==> src/rtl/pipe_pkg.sv <==
// Shared pipeline definitions: decode control bundle and ALU operation classes.
package pipe_pkg;

   localparam int unsigned CTRL_W = 10;

   // aluop classes understood by ALU control
   localparam logic [1:0] ALUOP_ADD   = 2'b00;
   localparam logic [1:0] ALUOP_SUB   = 2'b01;
   localparam logic [1:0] ALUOP_RTYPE = 2'b10;
   localparam logic [1:0] ALUOP_IMM   = 2'b11;

   typedef struct packed {
      logic       regdst;
      logic       alusrc;
      logic       memtoreg;
      logic       regwrite;
      logic       memread;
      logic       memwrite;
      logic       branch;
      logic       jrcontrol;
      logic [1:0] aluop;
   } ctrl_t;

   localparam ctrl_t CTRL_NOP = ctrl_t'(CTRL_W'(0));

endpackage

==> src/rtl/id_ex_stage_reg_if.sv <==
// ID/EX boundary bundle: decode-side inputs, EX-side registered outputs and stage controls.
interface id_ex_stage_reg_if #(
   parameter int unsigned DW = 32,
   parameter int unsigned RW = 5,
   parameter int unsigned CW = 16
);
   logic          stall;
   logic          flush;
   logic          cnt_clr;

   logic          id_valid;
   logic          id_regdst, id_alusrc, id_memtoreg, id_regwrite;
   logic          id_memread, id_memwrite, id_branch, id_jrcontrol;
   logic [1:0]    id_aluop;
   logic [DW-1:0] id_pc4, id_rd1, id_rd2, id_imm;
   logic [RW-1:0] id_rs, id_rt, id_rd;

   logic          ex_valid;
   logic          ex_regdst, ex_alusrc, ex_memtoreg, ex_regwrite;
   logic          ex_memread, ex_memwrite, ex_branch, ex_jrcontrol;
   logic [1:0]    ex_aluop;
   logic [DW-1:0] ex_pc4, ex_rd1, ex_rd2, ex_imm;
   logic [RW-1:0] ex_rs, ex_rt, ex_rd;
   logic [CW-1:0] bubble_cnt;

   modport master (
      output stall, flush, cnt_clr, id_valid,
             id_regdst, id_alusrc, id_memtoreg, id_regwrite,
             id_memread, id_memwrite, id_branch, id_jrcontrol, id_aluop,
             id_pc4, id_rd1, id_rd2, id_imm, id_rs, id_rt, id_rd,
      input  ex_valid,
             ex_regdst, ex_alusrc, ex_memtoreg, ex_regwrite,
             ex_memread, ex_memwrite, ex_branch, ex_jrcontrol, ex_aluop,
             ex_pc4, ex_rd1, ex_rd2, ex_imm, ex_rs, ex_rt, ex_rd, bubble_cnt
   );

   modport slave (
      input  stall, flush, cnt_clr, id_valid,
             id_regdst, id_alusrc, id_memtoreg, id_regwrite,
             id_memread, id_memwrite, id_branch, id_jrcontrol, id_aluop,
             id_pc4, id_rd1, id_rd2, id_imm, id_rs, id_rt, id_rd,
      output ex_valid,
             ex_regdst, ex_alusrc, ex_memtoreg, ex_regwrite,
             ex_memread, ex_memwrite, ex_branch, ex_jrcontrol, ex_aluop,
             ex_pc4, ex_rd1, ex_rd2, ex_imm, ex_rs, ex_rt, ex_rd, bubble_cnt
   );
endinterface

==> src/rtl/id_ex_stage_reg_sat_counter.sv <==
// Saturating up-counter with synchronous clear; clear beats increment.
module sat_counter #(
   parameter int unsigned WIDTH = 16
) (
   input  logic             clk,
   input  logic             reset_n,
   input  logic             clr,
   input  logic             inc,
   output logic [WIDTH-1:0] count
);
   logic [WIDTH-1:0] count_q, count_d;

   always_comb begin
      count_d = count_q;
      if (clr)
         count_d = '0;
      else if (inc && (count_q != {WIDTH{1'b1}}))
         count_d = count_q + WIDTH'(1);
   end

   always_ff @(posedge clk or negedge reset_n) begin
      if (!reset_n) count_q <= '0;
      else          count_q <= count_d;
   end

   assign count = count_q;
endmodule

==> src/rtl/id_ex_stage_reg.sv <==
// ID/EX pipeline register with hold, bubble insertion, valid tracking and a bubble counter.
module id_ex_stage_reg
   import pipe_pkg::*;
#(
   parameter int unsigned DW = 32,
   parameter int unsigned RW = 5,
   parameter int unsigned CW = 16
) (
   input  logic               clk,
   input  logic               reset_n,
   id_ex_stage_reg_if.slave   stage
);

   typedef struct packed {
      logic [DW-1:0] pc4;
      logic [DW-1:0] rd1;
      logic [DW-1:0] rd2;
      logic [DW-1:0] imm;
      logic [RW-1:0] rs;
      logic [RW-1:0] rt;
      logic [RW-1:0] rd;
   } data_t;

   ctrl_t id_ctrl, ctrl_q, ctrl_d;
   data_t id_data, data_q, data_d;
   logic  valid_q, valid_d;

   always_comb begin
      id_ctrl.regdst    = stage.id_regdst;
      id_ctrl.alusrc    = stage.id_alusrc;
      id_ctrl.memtoreg  = stage.id_memtoreg;
      id_ctrl.regwrite  = stage.id_regwrite;
      id_ctrl.memread   = stage.id_memread;
      id_ctrl.memwrite  = stage.id_memwrite;
      id_ctrl.branch    = stage.id_branch;
      id_ctrl.jrcontrol = stage.id_jrcontrol;
      id_ctrl.aluop     = stage.id_aluop;
      id_data.pc4       = stage.id_pc4;
      id_data.rd1       = stage.id_rd1;
      id_data.rd2       = stage.id_rd2;
      id_data.imm       = stage.id_imm;
      id_data.rs        = stage.id_rs;
      id_data.rt        = stage.id_rt;
      id_data.rd        = stage.id_rd;
   end

   // A bubble overrides stall: controls clear, data still flows so EX sees defined operands
   always_comb begin
      ctrl_d  = ctrl_q;
      data_d  = data_q;
      valid_d = valid_q;
      if (stage.flush) begin
         ctrl_d  = CTRL_NOP;
         data_d  = id_data;
         valid_d = 1'b0;
      end else if (!stage.stall) begin
         ctrl_d  = id_ctrl;
         data_d  = id_data;
         valid_d = stage.id_valid;
      end
   end

   always_ff @(posedge clk or negedge reset_n) begin
      if (!reset_n) begin
         ctrl_q  <= CTRL_NOP;
         data_q  <= '0;
         valid_q <= 1'b0;
      end else begin
         ctrl_q  <= ctrl_d;
         data_q  <= data_d;
         valid_q <= valid_d;
      end
   end

   sat_counter #(.WIDTH(CW)) u_bubble_cnt (
      .clk     (clk),
      .reset_n (reset_n),
      .clr     (stage.cnt_clr),
      .inc     (stage.flush),
      .count   (stage.bubble_cnt)
   );

   assign stage.ex_valid     = valid_q;
   assign stage.ex_regdst    = ctrl_q.regdst;
   assign stage.ex_alusrc    = ctrl_q.alusrc;
   assign stage.ex_memtoreg  = ctrl_q.memtoreg;
   assign stage.ex_regwrite  = ctrl_q.regwrite;
   assign stage.ex_memread   = ctrl_q.memread;
   assign stage.ex_memwrite  = ctrl_q.memwrite;
   assign stage.ex_branch    = ctrl_q.branch;
   assign stage.ex_jrcontrol = ctrl_q.jrcontrol;
   assign stage.ex_aluop     = ctrl_q.aluop;
   assign stage.ex_pc4       = data_q.pc4;
   assign stage.ex_rd1       = data_q.rd1;
   assign stage.ex_rd2       = data_q.rd2;
   assign stage.ex_imm       = data_q.imm;
   assign stage.ex_rs        = data_q.rs;
   assign stage.ex_rt        = data_q.rt;
   assign stage.ex_rd        = data_q.rd;

endmodule

==> src/flat_wrapper.sv <==
// flat-port wrapper written by rule: the top's interface ports become plain ports
module id_ex_stage_reg_flat import pipe_pkg::*;
#(
   parameter int unsigned DW = 32,
   parameter int unsigned RW = 5,
   parameter int unsigned CW = 16
)
  (clk, reset_n, stage_stall, stage_flush, stage_cnt_clr, stage_id_valid, stage_id_regdst, stage_id_alusrc, stage_id_memtoreg, stage_id_regwrite, stage_id_memread, stage_id_memwrite, stage_id_branch, stage_id_jrcontrol, stage_id_aluop, stage_id_pc4, stage_id_rd1, stage_id_rd2, stage_id_imm, stage_id_rs, stage_id_rt, stage_id_rd, stage_ex_valid, stage_ex_regdst, stage_ex_alusrc, stage_ex_memtoreg, stage_ex_regwrite, stage_ex_memread, stage_ex_memwrite, stage_ex_branch, stage_ex_jrcontrol, stage_ex_aluop, stage_ex_pc4, stage_ex_rd1, stage_ex_rd2, stage_ex_imm, stage_ex_rs, stage_ex_rt, stage_ex_rd, stage_bubble_cnt);
  id_ex_stage_reg_if #(.DW(DW), .RW(RW), .CW(CW)) stage_i ();
  input  logic clk;
  input  logic reset_n;
  input wire logic [$bits(stage_i.stall)-1:0] stage_stall;
  input wire logic [$bits(stage_i.flush)-1:0] stage_flush;
  input wire logic [$bits(stage_i.cnt_clr)-1:0] stage_cnt_clr;
  input wire logic [$bits(stage_i.id_valid)-1:0] stage_id_valid;
  input wire logic [$bits(stage_i.id_regdst)-1:0] stage_id_regdst;
  input wire logic [$bits(stage_i.id_alusrc)-1:0] stage_id_alusrc;
  input wire logic [$bits(stage_i.id_memtoreg)-1:0] stage_id_memtoreg;
  input wire logic [$bits(stage_i.id_regwrite)-1:0] stage_id_regwrite;
  input wire logic [$bits(stage_i.id_memread)-1:0] stage_id_memread;
  input wire logic [$bits(stage_i.id_memwrite)-1:0] stage_id_memwrite;
  input wire logic [$bits(stage_i.id_branch)-1:0] stage_id_branch;
  input wire logic [$bits(stage_i.id_jrcontrol)-1:0] stage_id_jrcontrol;
  input wire logic [$bits(stage_i.id_aluop)-1:0] stage_id_aluop;
  input wire logic [$bits(stage_i.id_pc4)-1:0] stage_id_pc4;
  input wire logic [$bits(stage_i.id_rd1)-1:0] stage_id_rd1;
  input wire logic [$bits(stage_i.id_rd2)-1:0] stage_id_rd2;
  input wire logic [$bits(stage_i.id_imm)-1:0] stage_id_imm;
  input wire logic [$bits(stage_i.id_rs)-1:0] stage_id_rs;
  input wire logic [$bits(stage_i.id_rt)-1:0] stage_id_rt;
  input wire logic [$bits(stage_i.id_rd)-1:0] stage_id_rd;
  output wire logic [$bits(stage_i.ex_valid)-1:0] stage_ex_valid;
  output wire logic [$bits(stage_i.ex_regdst)-1:0] stage_ex_regdst;
  output wire logic [$bits(stage_i.ex_alusrc)-1:0] stage_ex_alusrc;
  output wire logic [$bits(stage_i.ex_memtoreg)-1:0] stage_ex_memtoreg;
  output wire logic [$bits(stage_i.ex_regwrite)-1:0] stage_ex_regwrite;
  output wire logic [$bits(stage_i.ex_memread)-1:0] stage_ex_memread;
  output wire logic [$bits(stage_i.ex_memwrite)-1:0] stage_ex_memwrite;
  output wire logic [$bits(stage_i.ex_branch)-1:0] stage_ex_branch;
  output wire logic [$bits(stage_i.ex_jrcontrol)-1:0] stage_ex_jrcontrol;
  output wire logic [$bits(stage_i.ex_aluop)-1:0] stage_ex_aluop;
  output wire logic [$bits(stage_i.ex_pc4)-1:0] stage_ex_pc4;
  output wire logic [$bits(stage_i.ex_rd1)-1:0] stage_ex_rd1;
  output wire logic [$bits(stage_i.ex_rd2)-1:0] stage_ex_rd2;
  output wire logic [$bits(stage_i.ex_imm)-1:0] stage_ex_imm;
  output wire logic [$bits(stage_i.ex_rs)-1:0] stage_ex_rs;
  output wire logic [$bits(stage_i.ex_rt)-1:0] stage_ex_rt;
  output wire logic [$bits(stage_i.ex_rd)-1:0] stage_ex_rd;
  output wire logic [$bits(stage_i.bubble_cnt)-1:0] stage_bubble_cnt;
  assign stage_i.stall = stage_stall;
  assign stage_i.flush = stage_flush;
  assign stage_i.cnt_clr = stage_cnt_clr;
  assign stage_i.id_valid = stage_id_valid;
  assign stage_i.id_regdst = stage_id_regdst;
  assign stage_i.id_alusrc = stage_id_alusrc;
  assign stage_i.id_memtoreg = stage_id_memtoreg;
  assign stage_i.id_regwrite = stage_id_regwrite;
  assign stage_i.id_memread = stage_id_memread;
  assign stage_i.id_memwrite = stage_id_memwrite;
  assign stage_i.id_branch = stage_id_branch;
  assign stage_i.id_jrcontrol = stage_id_jrcontrol;
  assign stage_i.id_aluop = stage_id_aluop;
  assign stage_i.id_pc4 = stage_id_pc4;
  assign stage_i.id_rd1 = stage_id_rd1;
  assign stage_i.id_rd2 = stage_id_rd2;
  assign stage_i.id_imm = stage_id_imm;
  assign stage_i.id_rs = stage_id_rs;
  assign stage_i.id_rt = stage_id_rt;
  assign stage_i.id_rd = stage_id_rd;
  assign stage_ex_valid = stage_i.ex_valid;
  assign stage_ex_regdst = stage_i.ex_regdst;
  assign stage_ex_alusrc = stage_i.ex_alusrc;
  assign stage_ex_memtoreg = stage_i.ex_memtoreg;
  assign stage_ex_regwrite = stage_i.ex_regwrite;
  assign stage_ex_memread = stage_i.ex_memread;
  assign stage_ex_memwrite = stage_i.ex_memwrite;
  assign stage_ex_branch = stage_i.ex_branch;
  assign stage_ex_jrcontrol = stage_i.ex_jrcontrol;
  assign stage_ex_aluop = stage_i.ex_aluop;
  assign stage_ex_pc4 = stage_i.ex_pc4;
  assign stage_ex_rd1 = stage_i.ex_rd1;
  assign stage_ex_rd2 = stage_i.ex_rd2;
  assign stage_ex_imm = stage_i.ex_imm;
  assign stage_ex_rs = stage_i.ex_rs;
  assign stage_ex_rt = stage_i.ex_rt;
  assign stage_ex_rd = stage_i.ex_rd;
  assign stage_bubble_cnt = stage_i.bubble_cnt;
  id_ex_stage_reg #(.DW(DW), .RW(RW), .CW(CW)) u_core (.clk(clk), .reset_n(reset_n), .stage(stage_i));
endmodule
==> config.mk <==
export PLATFORM = sky130hd
export DESIGN_NAME = id_ex_stage_reg_flat
export DESIGN_NICKNAME = d
export VERILOG_FILES = /design/src/rtl/pipe_pkg.sv /design/src/rtl/id_ex_stage_reg_if.sv /design/src/rtl/id_ex_stage_reg_sat_counter.sv /design/src/rtl/id_ex_stage_reg.sv /design/src/flat_wrapper.sv
export SDC_FILE = /design/constraint.sdc
export NUM_CORES = 1
export LEC_CHECK = 0
export CORE_MARGIN = 2
export CORE_UTILIZATION = 35
export CTS_BUF_LIST = sky130_fd_sc_hd__clkbuf_16
export DETAILED_ROUTE_END_ITERATION = 8
export HOLD_SLACK_MARGIN = 0.1
export PLACE_DENSITY = 0.71
export RECOVER_POWER = 50
export SLEW_MARGIN = 20
export SYNTH_ARGS = -nofsm -noshare
export SYNTH_HDL_FRONTEND = slang
export SYNTH_SLANG_ARGS = --single-unit
==> constraint.sdc <==
create_clock -name clk -period 2.5 [get_ports clk]
set_input_delay 0.5 -clock clk [delete_from_list [all_inputs] [get_ports clk]]
set_output_delay 0.5 -clock clk [all_outputs]
set_load 0.02 [all_outputs]
==> results.json <==
{
  "worstSetupStartpointType": "input pin",
  "clock_skew_ns": 0.00590,
  "final_util_pct": 58.1,
  "synth.yosys.seq_area_share_pct": 64.7,
  "grtUsageTotal_pct": 18.2,
  "place_congestion": 0.808,
  "drv_cap": 1,
  "layout_commonest_cell": "clkdlybuf4s50_1",
  "nFillCells": 1464,
  "endpoint_kind": "flop",
  "clock-sinks": 170,
  "path_class": "input pin to flop",
  "ys_types": 34,
  "hold_path_class": "flop to flop",
  "core_um2": 18600,
  "fmax_ghz": 0.442,
  "design_area_um2": 10800,
  "drt.antenna.violating_nets": 0,
  "final_cell_mix": "313 x clkdlybuf4s50_1, 170 x dfrtp_1, 143 x mux2_2",
  "insertedDiodeCount": 0,
  "hpwl_mm": 13.3,
  "leakage_nw": 4.44,
  "arrival_ns": 2.56,
  "cellPowerDensity_nw_per_um2": 655,
  "min_path_cells": 1,
  "slew_headroom_pct": -3.75,
  "violations": "max-capacitance violations, max-slew violations",
  "finalCriticalPeriod_ns": 2.26,
  "syn_nets": 591,
  "ff2ff_setup_slack_ns": 0.37,
  "synth_top_area_share_pct": 64.7,
  "drive_gt1_share_pct": 24.6,
  "postCtsSetupRepairBufs": 0,
  "ir_drop_v": 0.000436,
  "syn_area_um2": 6580,
  "fin_cells": 1017,
  "antenna_found_initial": 0,
  "status": "finished, violations left",
  "start_util_pct": 35.4,
  "die_area_um2": 19900,
  "viasPerCell": 4.76,
  "die_w_um": 141,
  "synth-seq-cells": 170,
  "worst_slack_ns": 0.240,
  "hold_viol_final": 0,
  "min_from": "u_core.stage.ex_rd1[3]",
  "grt_pass1_vias": 5215,
  "drv_slew": 61,
  "ys_warn_count": 0,
  "synth_area_leaders": "dfrtp_1 65%, mux2_2 24%, mux2i_1 2.1%",
  "r2r_cells": 6,
  "placed_cell_area_um2": 10200,
  "rsz0062_at_grt": "no",
  "drc": 0,
  "root_buffer": "clkbuf_16",
  "regArea_um2": 4250,
  "first_iter_violations": 146,
  "cts.path.max_buffers": 2,
  "syn_area_per_cell_um2": 15.3,
  "r2r-start": "u_core.u_bubble_cnt.count[0]",
  "rr_endpoint": "u_core.u_bubble_cnt.count[14]",
  "whs_endpoint": "u_core.stage.ex_rd1[3]",
  "final_nets": 931,
  "vias": 4841,
  "max_slew.worst_pin.slew_ns": 1.56,
  "clkLatencyLatePin_ns": 0.42,
  "io_buffers": 328,
  "clk_pin_slew_worst_paths_ns": 0.06,
  "cp_max_fo": 67,
  "fin_crit_sh_pct": 90.4,
  "io_pins": 329,
  "firstDrtPassIters": 4,
  "syn_inst": 431,
  "rows": 50,
  "grt_max_degree": 68,
  "avgRoutedWirePerCell_um": 17.7,
  "grt_pass1_wl_mm": 28.2,
  "gr-total-overflow": 0,
  "numCtsBuffers": 17,
  "tns_ns": 0,
  "worstPathRequired_ns": 2.80,
  "synth_top_area_cell": "dfrtp_1",
  "dp_slack_ns": 0.140,
  "cts_tree": "yes",
  "synthToLayoutAreaGrowth_pct": 63.9,
  "wirelength_mm": 18.0,
  "fp.dieH_um": 141,
  "setup_viol": 0,
  "multi_input_area_um2": 2210,
  "place_inst": 985,
  "htree_levels": 4
}
[stage by stage]
step	power (mW)	hold WS (ns)
finish	7.07	0.504
global placement	4.46	0.488
floorplan	3.66	0.204
detailed placement	4.50	0.494
CTS	7.18	0.509
global route	7.38	0.517
[repair_timing]
action,4_1_cts,5_1_grt
hold buffers,1,0
hold endpoints to repair,57,0
gates resized for setup,0,0
[kinds of logic (layout without fill, tap and decap cells)]
group,Yosys count,in the layout,share of synthesized area (%)
buffers and inverters,26,378,1.75
AOI/OAI and AO/OA,26,26,2.45
xor gates and xnor gates,1,1,0.133
DFF,170,170,64.7
and+or+nand+nor,50,50,4.22
muxes,157,157,26.6
adders and majority gates,1,1,0.190
[synth_stat cells]
| cell | number |
|---|---|
| a21oi_1 | 12 |
| a311oi_1 | 1 |
| and2_1 | 1 |
| and3_2 | 1 |
| buf_1 | 7 |
| buf_2 | 7 |
| buf_4 | 1 |
| clkbuf_1 | 5 |
| clkbuf_2 | 1 |
| clkbuf_4 | 1 |
| dfrtp_1 | 170 |
| ha_1 | 1 |
| inv_1 | 4 |
| mux2_2 | 143 |
| mux2i_1 | 14 |
| nand2_1 | 5 |
| nand2b_1 | 1 |
| nand3_1 | 5 |
| nand3_4 | 1 |
| nand4_1 | 4 |
| nor2_1 | 18 |
| nor3_1 | 1 |
| nor4_1 | 1 |
| o21ai_0 | 4 |
| o31ai_1 | 5 |
| o41ai_1 | 4 |
| or2_2 | 1 |
| or3_1 | 3 |
| or3_2 | 1 |
| or4_1 | 4 |
| or4_2 | 1 |
| or4_4 | 1 |
| or4b_2 | 1 |
| xor2_1 | 1 |
[cell type report]
cell class              instances  share of cell area, %
flip-flops and latches        170                   39.4
well taps                     234                   2.71
clock inverters                14                   1.53
inverters                       4                  0.139
clock buffers                  17                   3.94
multi-input cells             235                   20.5
repair buffers                343                   31.7
[flip-flops by register name, indices dropped and copies added, names as in the netlist, 2 cells and up]
signal / cells
u_core.stage.ex_rd2: 32
u_core.stage.ex_rs: 5
u_core.stage.ex_rt: 5
u_core.stage.ex_aluop: 2
u_core.stage.ex_imm: 32
u_core.stage.ex_rd: 5
u_core.u_bubble_cnt.count: 16
u_core.stage.ex_pc4: 32
u_core.stage.ex_rd1: 32
[critical path, cell delays in order]
cell and delay, ns:
dlygate4sd3_1 0.58, buf_4 0.14, inv_1 0.05, nand2_1 0.44
buf_12 0.35, mux2_2 0.39
[metal layers]
| layer | GRT usage [%] | share of wire, % |
|---|---|---|
| met1 | 21.4 | 39 |
| met5 | 0 | 0 |
| met4 | 6.58 | 2.3 |
| met3 | 5.91 | 7.7 |
| met2 | 31.2 | 51 |
[how the worst max path moves through the flow]
stage	start	to
finish	stage_flush	u_core.stage.ex_rd2[21]
global route	reset_n	u_core.stage.ex_memtoreg
CTS	u_core.u_bubble_cnt.count[0]	u_core.u_bubble_cnt.count[14]
detailed placement	stage_flush	u_core.u_bubble_cnt.count[14]
global placement	stage_flush	u_core.u_bubble_cnt.count[15]
floorplan	u_core.u_bubble_cnt.count[0]	u_core.u_bubble_cnt.count[1]
[report_power, final]
| part | switching, mW | internal, mW | leakage [nW] |
|---|---|---|---|
| combinational | 0.587 | 0.762 | 2.12 |
| clock | 1.15 | 1.50 | 0.282 |
| sequential | 0.114 | 2.96 | 2.04 |
Power figures use the tool's default switching activity.
